### src/rtl/inst_fetch_unit.sv
// ---------------------------------------------------------------------------
// inst_fetch_unit
//
// Instruction fetch stage of the Gumnut core. Owns the program counter and
// the instruction register. Runs exactly one instruction-memory bus cycle
// each time the control unit enters its fetch state. Presents the raw
// opcode and function fields for the control unit to decode.
//
// Ports:
//   clk, rst        core clock and asynchronous active-high reset
//   fetch_en_i      control unit is in its fetch state
//   inst_adr_o      instruction address (always equals pc_o)
//   inst_cyc_o      bus cycle active
//   inst_stb_o      bus strobe (identical to inst_cyc_o)
//   inst_ack_i      instruction memory acknowledge
//   inst_dat_i      instruction read data, sampled only on ack in BUS
//   pc_load_i       load the PC from pc_target_i
//   pc_target_i     branch/jump/return target
//   pc_o, pc_inc_o  current PC and PC+1 (wraps modulo 2^PC_W)
//   ir_o            instruction register
//   op_o, func_o    opcode ir_o[17:11] and function ir_o[2:0] fields
//   ir_valid_o      one-cycle pulse when IR first holds a new word
//   fetch_err_o     one-cycle pulse on bus timeout
//
// Optional feature: define FETCH_TIMEOUT_EN to abort a bus cycle that has
// not been acknowledged within TIMEOUT cycles. Without it the bus cycle
// waits forever and fetch_err_o is tied low.
// ---------------------------------------------------------------------------
module inst_fetch_unit #(
  parameter int              PC_W     = 12,
  parameter int              IR_W     = 18,
  parameter logic [PC_W-1:0] RESET_PC = '0,
  parameter int              TIMEOUT  = 16
) (
  input  logic            clk,
  input  logic            rst,
  input  logic            fetch_en_i,
  output logic [PC_W-1:0] inst_adr_o,
  output logic            inst_cyc_o,
  output logic            inst_stb_o,
  input  logic            inst_ack_i,
  input  logic [IR_W-1:0] inst_dat_i,
  input  logic            pc_load_i,
  input  logic [PC_W-1:0] pc_target_i,
  output logic [PC_W-1:0] pc_o,
  output logic [PC_W-1:0] pc_inc_o,
  output logic [IR_W-1:0] ir_o,
  output logic [6:0]      op_o,
  output logic [2:0]      func_o,
  output logic            ir_valid_o,
  output logic            fetch_err_o
);

  typedef enum logic [1:0] {IDLE, BUS, ARM} state_t;

  state_t          state_q, state_d;
  logic [PC_W-1:0] pc_q, pc_d;
  logic [IR_W-1:0] ir_q, ir_d;
  logic            cyc_q, cyc_d;
  logic            ir_valid_q, ir_valid_d;
  logic            fetch_err_q, fetch_err_d;
  // A PC load arriving mid bus cycle is parked here so the address stays
  // stable until the cycle ends.
  logic            pend_q, pend_d;
  logic [PC_W-1:0] pend_tgt_q, pend_tgt_d;

`ifdef FETCH_TIMEOUT_EN
  localparam int CNT_W = (TIMEOUT > 1) ? $clog2(TIMEOUT) : 1;
  logic [CNT_W-1:0] cnt_q, cnt_d;
`else
  logic [31:0] unused_timeout;
  assign unused_timeout = 32'(TIMEOUT);
`endif

  // Next-state logic for the fetch handshake and the PC/IR registers.
  always_comb begin
    state_d     = state_q;
    pc_d        = pc_q;
    ir_d        = ir_q;
    ir_valid_d  = 1'b0;
    fetch_err_d = 1'b0;
    pend_d      = pend_q;
    pend_tgt_d  = pend_tgt_q;
`ifdef FETCH_TIMEOUT_EN
    cnt_d       = cnt_q;
`endif
    case (state_q)
      IDLE: begin
        if (pc_load_i) pc_d = pc_target_i;
        if (fetch_en_i) begin
          state_d = BUS;
`ifdef FETCH_TIMEOUT_EN
          cnt_d   = '0;
`endif
        end
      end
      BUS: begin
        if (inst_ack_i) begin
          // A coincident load wins over the increment; IR is still captured.
          ir_d       = inst_dat_i;
          ir_valid_d = 1'b1;
          state_d    = ARM;
          pend_d     = 1'b0;
          if (pc_load_i)   pc_d = pc_target_i;
          else if (pend_q) pc_d = pend_tgt_q;
          else             pc_d = pc_q + PC_W'(1);
        end else begin
          if (pc_load_i) begin
            pend_d     = 1'b1;
            pend_tgt_d = pc_target_i;
          end
`ifdef FETCH_TIMEOUT_EN
          cnt_d = cnt_q + CNT_W'(1);
          if (cnt_q == CNT_W'(TIMEOUT - 1)) begin
            // Abort: no increment, no IR capture; a parked load still lands.
            state_d     = IDLE;
            fetch_err_d = 1'b1;
            pend_d      = 1'b0;
            if (pc_load_i)   pc_d = pc_target_i;
            else if (pend_q) pc_d = pend_tgt_q;
          end
`endif
        end
      end
      ARM: begin
        if (pc_load_i) pc_d = pc_target_i;
        if (!fetch_en_i) state_d = IDLE;
      end
      default: state_d = IDLE;
    endcase
    cyc_d = (state_d == BUS);
  end

  // State and registered outputs; reset drops the bus cycle immediately.
  always_ff @(posedge clk or posedge rst) begin
    if (rst) begin
      state_q     <= IDLE;
      pc_q        <= RESET_PC;
      ir_q        <= '0;
      cyc_q       <= 1'b0;
      ir_valid_q  <= 1'b0;
      fetch_err_q <= 1'b0;
      pend_q      <= 1'b0;
      pend_tgt_q  <= '0;
    end else begin
      state_q     <= state_d;
      pc_q        <= pc_d;
      ir_q        <= ir_d;
      cyc_q       <= cyc_d;
      ir_valid_q  <= ir_valid_d;
      fetch_err_q <= fetch_err_d;
      pend_q      <= pend_d;
      pend_tgt_q  <= pend_tgt_d;
    end
  end

`ifdef FETCH_TIMEOUT_EN
  // Wait counter for the current bus cycle.
  always_ff @(posedge clk or posedge rst) begin
    if (rst) cnt_q <= '0;
    else     cnt_q <= cnt_d;
  end
  assign fetch_err_o = fetch_err_q;
`else
  assign fetch_err_o = 1'b0;
`endif

  assign inst_adr_o = pc_q;
  assign inst_cyc_o = cyc_q;
  assign inst_stb_o = cyc_q;
  assign pc_o       = pc_q;
  assign pc_inc_o   = pc_q + PC_W'(1);
  assign ir_o       = ir_q;
  assign op_o       = ir_q[IR_W-1 -: 7];
  assign func_o     = ir_q[2:0];
  assign ir_valid_o = ir_valid_q;

endmodule

### config.mk
export PLATFORM = sky130hd
export DESIGN_NAME = inst_fetch_unit
export DESIGN_NICKNAME = d
export VERILOG_FILES = /design/src/rtl/inst_fetch_unit.sv
export SDC_FILE = /design/constraint.sdc
export NUM_CORES = 1
export LEC_CHECK = 0
export ABC_CLOCK_PERIOD_IN_PS = 1900
export CORE_AREA = 8 8 82 91
export DETAILED_ROUTE_END_ITERATION = 10
export DIE_AREA = 0 0 90 99
export PLACE_DENSITY = 0.77
export SYNTH_ARGS = -nofsm -noshare
export SYNTH_HDL_FRONTEND = slang
export SYNTH_SLANG_ARGS = --single-unit
### constraint.sdc
create_clock -name clk -period 1.9 [get_ports clk]
set_clock_uncertainty 0.1 [all_clocks]
set_input_delay 0.19 -clock clk [delete_from_list [all_inputs] [get_ports clk]]
set_output_delay 0.19 -clock clk [all_outputs]
set_load 0.01 [all_outputs]
* Word-level counts from Yosys, hierarchy flattened
Index checks and enable logic that the tools add are counted.
W data, S select, Z words.
** Storage, ports and cells
- Bits of input ports :: 35
- Output and inout port bits :: 68
- Register bits after elaboration :: 47
- Word-level logic and storage cells :: 35
** Cells by class
- $add $sub $neg :: 1
- Multiplexer cells :: 13
- Equal/unequal tests :: 5
- Bitwise gates (word level) :: 1
- Reductions and logical operators :: 8
** Operators with widths (count)
- $mux W12 :: 4
- $pmux W12 S2 :: 1
- $add A12 B1 Y12 const B :: 1
- $mux W2 :: 3
- $pmux W2 S3 :: 1
- $reduce_and A3 Y1 :: 2
- $eq A2 B1 Y1 const B :: 2
- $mux W1 :: 4
- $reduce_and A2 Y1 :: 2
- $reduce_bool A2 Y1 :: 2
- $eq A2 B2 Y1 const B :: 1
- $logic_not A2 Y1 :: 1
- $ne A2 B1 Y1 const B :: 1
- $ne A2 B2 Y1 const B :: 1
- $reduce_or A2 Y1 :: 1
- $not A1 Y1 :: 1

* Depth between registers and ports, before layout
- Depth after elaboration :: 5
- Mapped depth :: 6
- Mapped depth without buffers :: 5

* Worst setup path before layout
Ideal clock, no wire load.
- Path type :: register -> register
- Start :: register pc_q[2], in the netlist inst_adr_o[2]
- End :: register pc_q[7], in the netlist inst_adr_o[7]
- Setup time :: 0.126 ns
- Cell stages (with the launch flop) :: 5
- Arrival :: 1.404 ns
- Data required time :: 1.674 ns
- Clock period less this slack :: 1.630 ns
- Slack :: 0.270 ns
- Buffers on the path :: 0
- Cell sequence :: dfrtp_1 -> and4_1 -> nand4_1 -> xnor2_1 -> a221o_1
** On the way
- Cells in the longest elaborated chain, start to end :: 5
** RTL lines
- start: declaration :: RTL line 57 : logic [PC_W-1:0] pc_q, pc_d;
- start signal: assignment :: RTL line 147 : pc_q <= pc_d;
- $add A12 B1 Y12
- via pc_inc_o[7] :: RTL line 46 : output logic [PC_W-1:0] pc_inc_o,
- $mux W12 :: RTL line 105 : else if (pend_q) pc_d = pend_tgt_q;
- $mux W12 :: RTL line 104 : if (pc_load_i) pc_d = pc_target_i;
- $mux W12 :: RTL line 98 : if (inst_ack_i) begin
- $pmux W12 S2 :: RTL line 87 : case (state_q)
The timed path passes the listed nets, and every way through them passes these cells. The select of a mux whose other input is x is not followed.
A chain may end at the register's enable or synchronous reset.

* Worst setup path after layout
- Start :: register pc_q[0], in the netlist inst_adr_o[0]
- End :: output port pc_inc_o[6]
** On the way
- Cells in the longest elaborated chain, start to end :: 1
** RTL lines
- $add A12 B1 Y12 :: RTL line 172 : assign pc_inc_o = pc_q + PC_W'(1);
- end: declaration :: RTL line 46
Every way passes these cells.

==> results.cfg <==
[run_status]
status = finished, final reports clean

[timing]
min_period_ns = 1.860
layout_setup_ws_ns = 0.03993
setup-tns-final_ns = 0
grt_setup_unrepaired = yes
setup-violations-final = 0
finalHoldViolations = 0
finalMaxSlewViolations = 0
hold_ws_ns = 0.09965
fmax_ghz = 0.5376
fin_crit_sh_pct = 97.90

[floorplan]
start_util_pct = 40.06
die_h_microns = 99
io_pins = 103
die_x_microns = 90
core-area_sq_um = 6006
rows = 30
fp.dieArea_sq_um = 8910

[yosys]
yosysWarnings = 0
synthTopCellsByCount = nand2_1, dfrtp_1, buf_4
synth.distinct_cells = 43
ys_seq_elements = 47
ys_seq_area_share_pct = 48.88
synth_area_leaders = dfrtp_1, nand2_1, buf_4
syn-cell-area_sq_um = 2406
synth-main-ff-cell = dfrtp_1
ys_async_sr_fraction_pct = 100.0
synth_nets = 289
synth_most_common_cell = nand2_1
synth_top_cell_by_area = dfrtp_1
synth-edff-count = 0
synth_top_area_share_pct = 48.88
avgSynthCellArea_sq_um = 9.510
syn_inst = 253

[global_routing]
grt_pass1_vias = 2325
grt_overflow = 0
grtUsageMet1_pct = 15.32
use_met2_pct = 26.25
grt_max_degree = 30
grt_util_met3_pct = 6.236
grt_pass1_wl_microns = 10850
antenna_found_initial = 0
top_usage_layer = met2
grt.total_usage_pct = 14.59

[setup_path]
end_kind = output port
cp_max_fo = 5
cpPeakStageDelay_ns = 0.42
slowest_stage = dfrtp_1
cp-start-kind = flip-flop
cp.required_ns = 1.61
worstPathArrival_ns = 1.57
critical_path.cell_chain = buf_4 > ha_4 > nand2_1 > xor2_2 > inv_1 > dlymetal6s2s_1
crit_type = reg2out

[layout]
area_delta_synth_final_pct = 54.76
fillers = 512
multi_input_area_sq_um = 1044
finalInstanceArea_sq_um = 3724
finalNetCount = 398
drive_gt1_share_pct = 20.72
diodes = 0
seqCellArea_sq_um = 1176

[clocking]
holdBufCountCts = 0
cts_tree = done
clock-sinks = 47
h-tree-depth = 2
insertion_delay_ns = 0.29
cts_buffers = 5
cts_root_buf = clkbuf_8
clk_path_buf_depth = 2
clkTransAtPathRegs_ns = 0.09

[pwr]
p_per_area_nw_per_um2 = 1630
ir_worst_vdd_mv = 0.6875
power.leakage_nw = 1.712
finalPower_w = 0.006069

[place]
dp_hpwl_microns = 5033
place_area_sq_um = 3526
io_buffers = 101
dp_slack_ns = -0.06906
place_congestion = 0.8596

[route]
drc = 0
via_count = 2116
wl_per_cell_microns = 14.85
dr.pass1.iters = 4
drt-total-wl_microns = 6564
vias_per_cell = 4.787
postRouteAntennaNets = 0
drt_iter0_drc = 52

[worst_hold_path]
hold_path_class = in2async

[flow_run]
maxCapViolCount = 0
## cells in the final DEF, fill, tap and decap left out, drive strengths merged, types with 3 or more instances in the layout
cell,instances
inv,11
mux2i,3
o211ai,3
nand2,62
nor2,11
a21oi,10
clkbuf,10
dlymetal6s2s,3
clkdlybuf4s50,89
xnor2,6
o21ai,7
a22oi,4
dfrtp,47
nand3,7
xor2,4
buf,37
mux2,11
## where the power goes
group / leakage, nW / internal [W] / switching (W)
sequential: 0.578 / 0.00148 / 0.000351
combinational: 1.09 / 0.00202 / 0.00161
clock: 0.0470 / 0.000286 / 0.000318
## logic make-up (layout without fill, tap and decap cells)
kind of cell / count (synthesis) / after routing / synth area share [%]
flip-flops: 47 / 47 / 48.88
buffers and inverters: 45 / 154 / 11.13
XOR/XNOR: 10 / 10 / 3.640
AO/OA/AOI/OAI: 37 / 37 / 10.35
AND/OR/NAND/NOR: 98 / 98 / 18.93
other: 1 / 1 / 0.1559
multiplexers: 14 / 14 / 6.396
adder cells (fa/ha/maj): 1 / 1 / 0.5199
## metrics by stage
step	cells	utilization (%)
floorplan	253	-
finish	442	62.00
detailed placement	428	58.71
global route	442	62.00
global placement	428	58.71
CTS	438	60.65
## worst max-delay path, delay by kind of cell, from the launching register on
family	cells	cell delay (ns)
DFF	1	0.42
buffers and inverters	3	0.39
xor gates and xnor gates	1	0.20
adders and majority gates	1	0.18
and+or+nand+nor	1	0.10
## state kept, by name (all words and copies together), names as in the netlist
name / cells
pend_tgt_q: 12
ir_o: 18
inst_adr_o: 12
pend_q: 1
ir_valid_o: 1
state_q: 2
inst_cyc_o: 1
## final timing paths
check / from / to / slack (ns) / cells after the start
worst max register to register: state_q[0] / pend_tgt_q[8] / 0.26 / 4
min in group clk: inst_dat_i[8] / ir_o[8] / 0.31 / 3
max in group asynchronous: rst / inst_adr_o[9] / 1.11 / 3
worst max-delay path: inst_adr_o[0] / pc_inc_o[6] / 0.04 / 6
worst min-delay path: rst / ir_o[16] / 0.1 / 2
worst min register to register: ir_o[4] / ir_o[4] / 0.38 / 2
## final cells by class
class	count	share of cell area (%)
inverter	11	1.109
clock buffer	6	2.218
multi-input combinational	161	28.02
tap	80	2.688
sequential	47	31.59
clock inverter	1	0.1344
timing repair buffer	136	34.24
## timing repair
| item | 4_1_cts | 5_1_grt |
|---|---|---|
| gates cloned | 0 | 0 |
| resized for setup | 19 | 23 |
| setup endpoints to repair | 10 | 12 |
| buffers inserted | 3 | 4 |
| pin swaps | 2 | 2 |
## metal layers
layer | up-vias | part of all wire (%)
li1 | 1038 | -
met5 | - | 0
met4 | 0 | 0.81
met3 | 6 | 7.7
met2 | 68 | 52
met1 | 1004 | 40
Power figures use the tool's default switching activity.
==> RTL edit, RTL diff (same settings) <==
Take the reset off `ir_q` and load it in a clocked block of its own.
--- a/src/rtl/inst_fetch_unit.sv
+++ b/src/rtl/inst_fetch_unit.sv
@@ -136,7 +136,6 @@
     if (rst) begin
       state_q     <= IDLE;
       pc_q        <= RESET_PC;
-      ir_q        <= '0;
       cyc_q       <= 1'b0;
       ir_valid_q  <= 1'b0;
       fetch_err_q <= 1'b0;
@@ -145,13 +144,16 @@
     end else begin
       state_q     <= state_d;
       pc_q        <= pc_d;
-      ir_q        <= ir_d;
       cyc_q       <= cyc_d;
       ir_valid_q  <= ir_valid_d;
       fetch_err_q <= fetch_err_d;
       pend_q      <= pend_d;
       pend_tgt_q  <= pend_tgt_d;
     end
+  end
+
+  always_ff @(posedge clk) begin
+    ir_q <= ir_d;
   end
 
 `ifdef FETCH_TIMEOUT_EN
Function: differs if rst is asserted again (counterexample within 4 cycles, from zero or initial values and one cycle with rst high); with rst held inactive, the same outputs for 10 cycles.
==> RTL edit against the unedited design <==
- the flow now finishes with violations (setup timing)
- wire length grew 1.4%
- sequential cell count stayed put
- sequential share of layout area rose by 2.3 points
- global-route usage about the same
- setup slack got worse by 0.083 ns
- hold slack better by 0.067 ns
- first-iteration DRC count grew to 2.7 times the old value
- design area rose by 0.44%
- combinational power fell by 12%
- power shrank 4.4%
- synthesized area shrank 2.5%
==> RTL edit: results (changes against the unedited design) <==
- Status: finished with violations
- Violated checks: setup timing
- Setup WS pre-CTS: -0.120 ns (-0.0506 ns)
- Finished Core Util: 62.3% (+0.27 points)
- Largest net degree at the start of global routing: 30 (unchanged)
- 1st-iter DRT viols: 139 (+170%)
- Final non-filler cell total: 403 (-8.8%)
- Max FFs per register: 18 (unchanged)
- First-pass GRT wire length: 10.5 mm (-3.2%)
- Number of enable flip-flop cells after synthesis: 18 (+18)
- Worst Reg-to-Reg Cells: 5 (+1)
- Final HPWL DP: 5.11 mm (+1.6%)
- Post-Synthesis Cells: 207 (-18%)
- Post-CTS Setup Inserts: 0 (-3)
- Synth top area cells: dfrtp_1, edfxtp_1, buf_4
- RePlAce Congestion: 0.789 (-8.2%)
- Post-synth top cells: dfrtp_1, buf_4, nand2_1
- HP Class: in2async
- Leak: 1.57 nW (-8.4%)
- Max VDD drop: 0.000850 V (+24%)
- Post-synthesis sequential area ratio: 54.0% (+5.1 points)
- Final net count: 358 (-10%)
- FILL cells: 508 (-0.78%)
- Vias in the first global route: 2149 (-7.6%)
- Vias: 1949 (-7.9%)
- Crit path DAT: 1.65 ns (+0.08 ns)
- Final Setup Violations: 1 (+1)
- Cts repair resizes: 26 (+7)
- Synth Warn #: 0 (unchanged)
- Sw frac: 36.1% (-1.4 points)
- Layout cells sized above 1: 23.2% (+2.5 points)
- Setup tns final: -0.0426 ns (-0.0426 ns)
- GRT Util Overall: 14.6% (+0.035 points)
- Post-DP Area: 0.00353 mm^2 (+0.18%)
- Worst skew pair latency: 0.30 ns
- FFs w/ async S/R, synth: 61.7% (-38 points)
- Worst setup margin: -0.0426 ns (-0.0826 ns)
- Mapped Nets: 243 (-16%)
- Synth unique cells: 41 (-4.7%)
- Crit path max fanout: 3 (-2)
-- RTL edit: cell type report --
type | instances | share of cell area (%)
multi-input cells | 117 | 24.2
well taps | 80 | 2.68
clock buffers | 6 | 1.94
repair buffers | 137 | 34.4
flip-flops and latches | 47 | 33.9
inverters | 14 | 1.41
clock inverters | 2 | 1.61
-- RTL edit: metal layers --
layer	vias up	global-route usage (%)	share of wire, %
li1	922	-	-
met1	924	15.3	40
met2	87	25.4	49
met3	16	5.70	8.3
met4	0	6.67	2.2
met5	-	0	0
-- RTL edit: logic make-up after synthesis --
logic type | count (synthesis) | share of synthesized area, %
compound gates | 29 | 8.65
xor+xnor | 10 | 3.74
other cells | 1 | 0.160
buf+inv | 43 | 11.2
flops | 47 | 54.0
simple gates | 53 | 11.3
fa+ha+maj | 1 | 0.534
mux | 23 | 10.5
-- RTL edit: power groups by stage --
stage                     registers [W]  clock network [W]  logic, W
after floorplan                 0.00186                  0   0.00138
after global placement          0.00172                  0   0.00312
after detailed placement        0.00175                  0   0.00317
after CTS                       0.00175           0.000873   0.00312
after global routing            0.00180           0.000908   0.00346
final                           0.00175           0.000850   0.00320
-- RTL edit: worst max-delay path, cell delays in order, from the launching register on --
cell     delay, ns
dfrtp_1       0.39
ha_2          0.20
nand3_1       0.12
nor4_2        0.17
buf_4         0.17
xor2_1        0.14
buf_2         0.16
-- RTL edit: final timing paths --
kind	from	end	slack [ns]
max	inst_adr_o[0]	pc_inc_o[10]	-0.04
min	rst	state_q[1]	0.17
max reg2reg	state_q[1]	inst_adr_o[0]	0.25
min reg2reg	pend_tgt_q[2]	pend_tgt_q[2]	0.39
max in group asynchronous	rst	pend_tgt_q[11]	1.25
min in group clk	inst_dat_i[13]	ir_o[13]	0.34
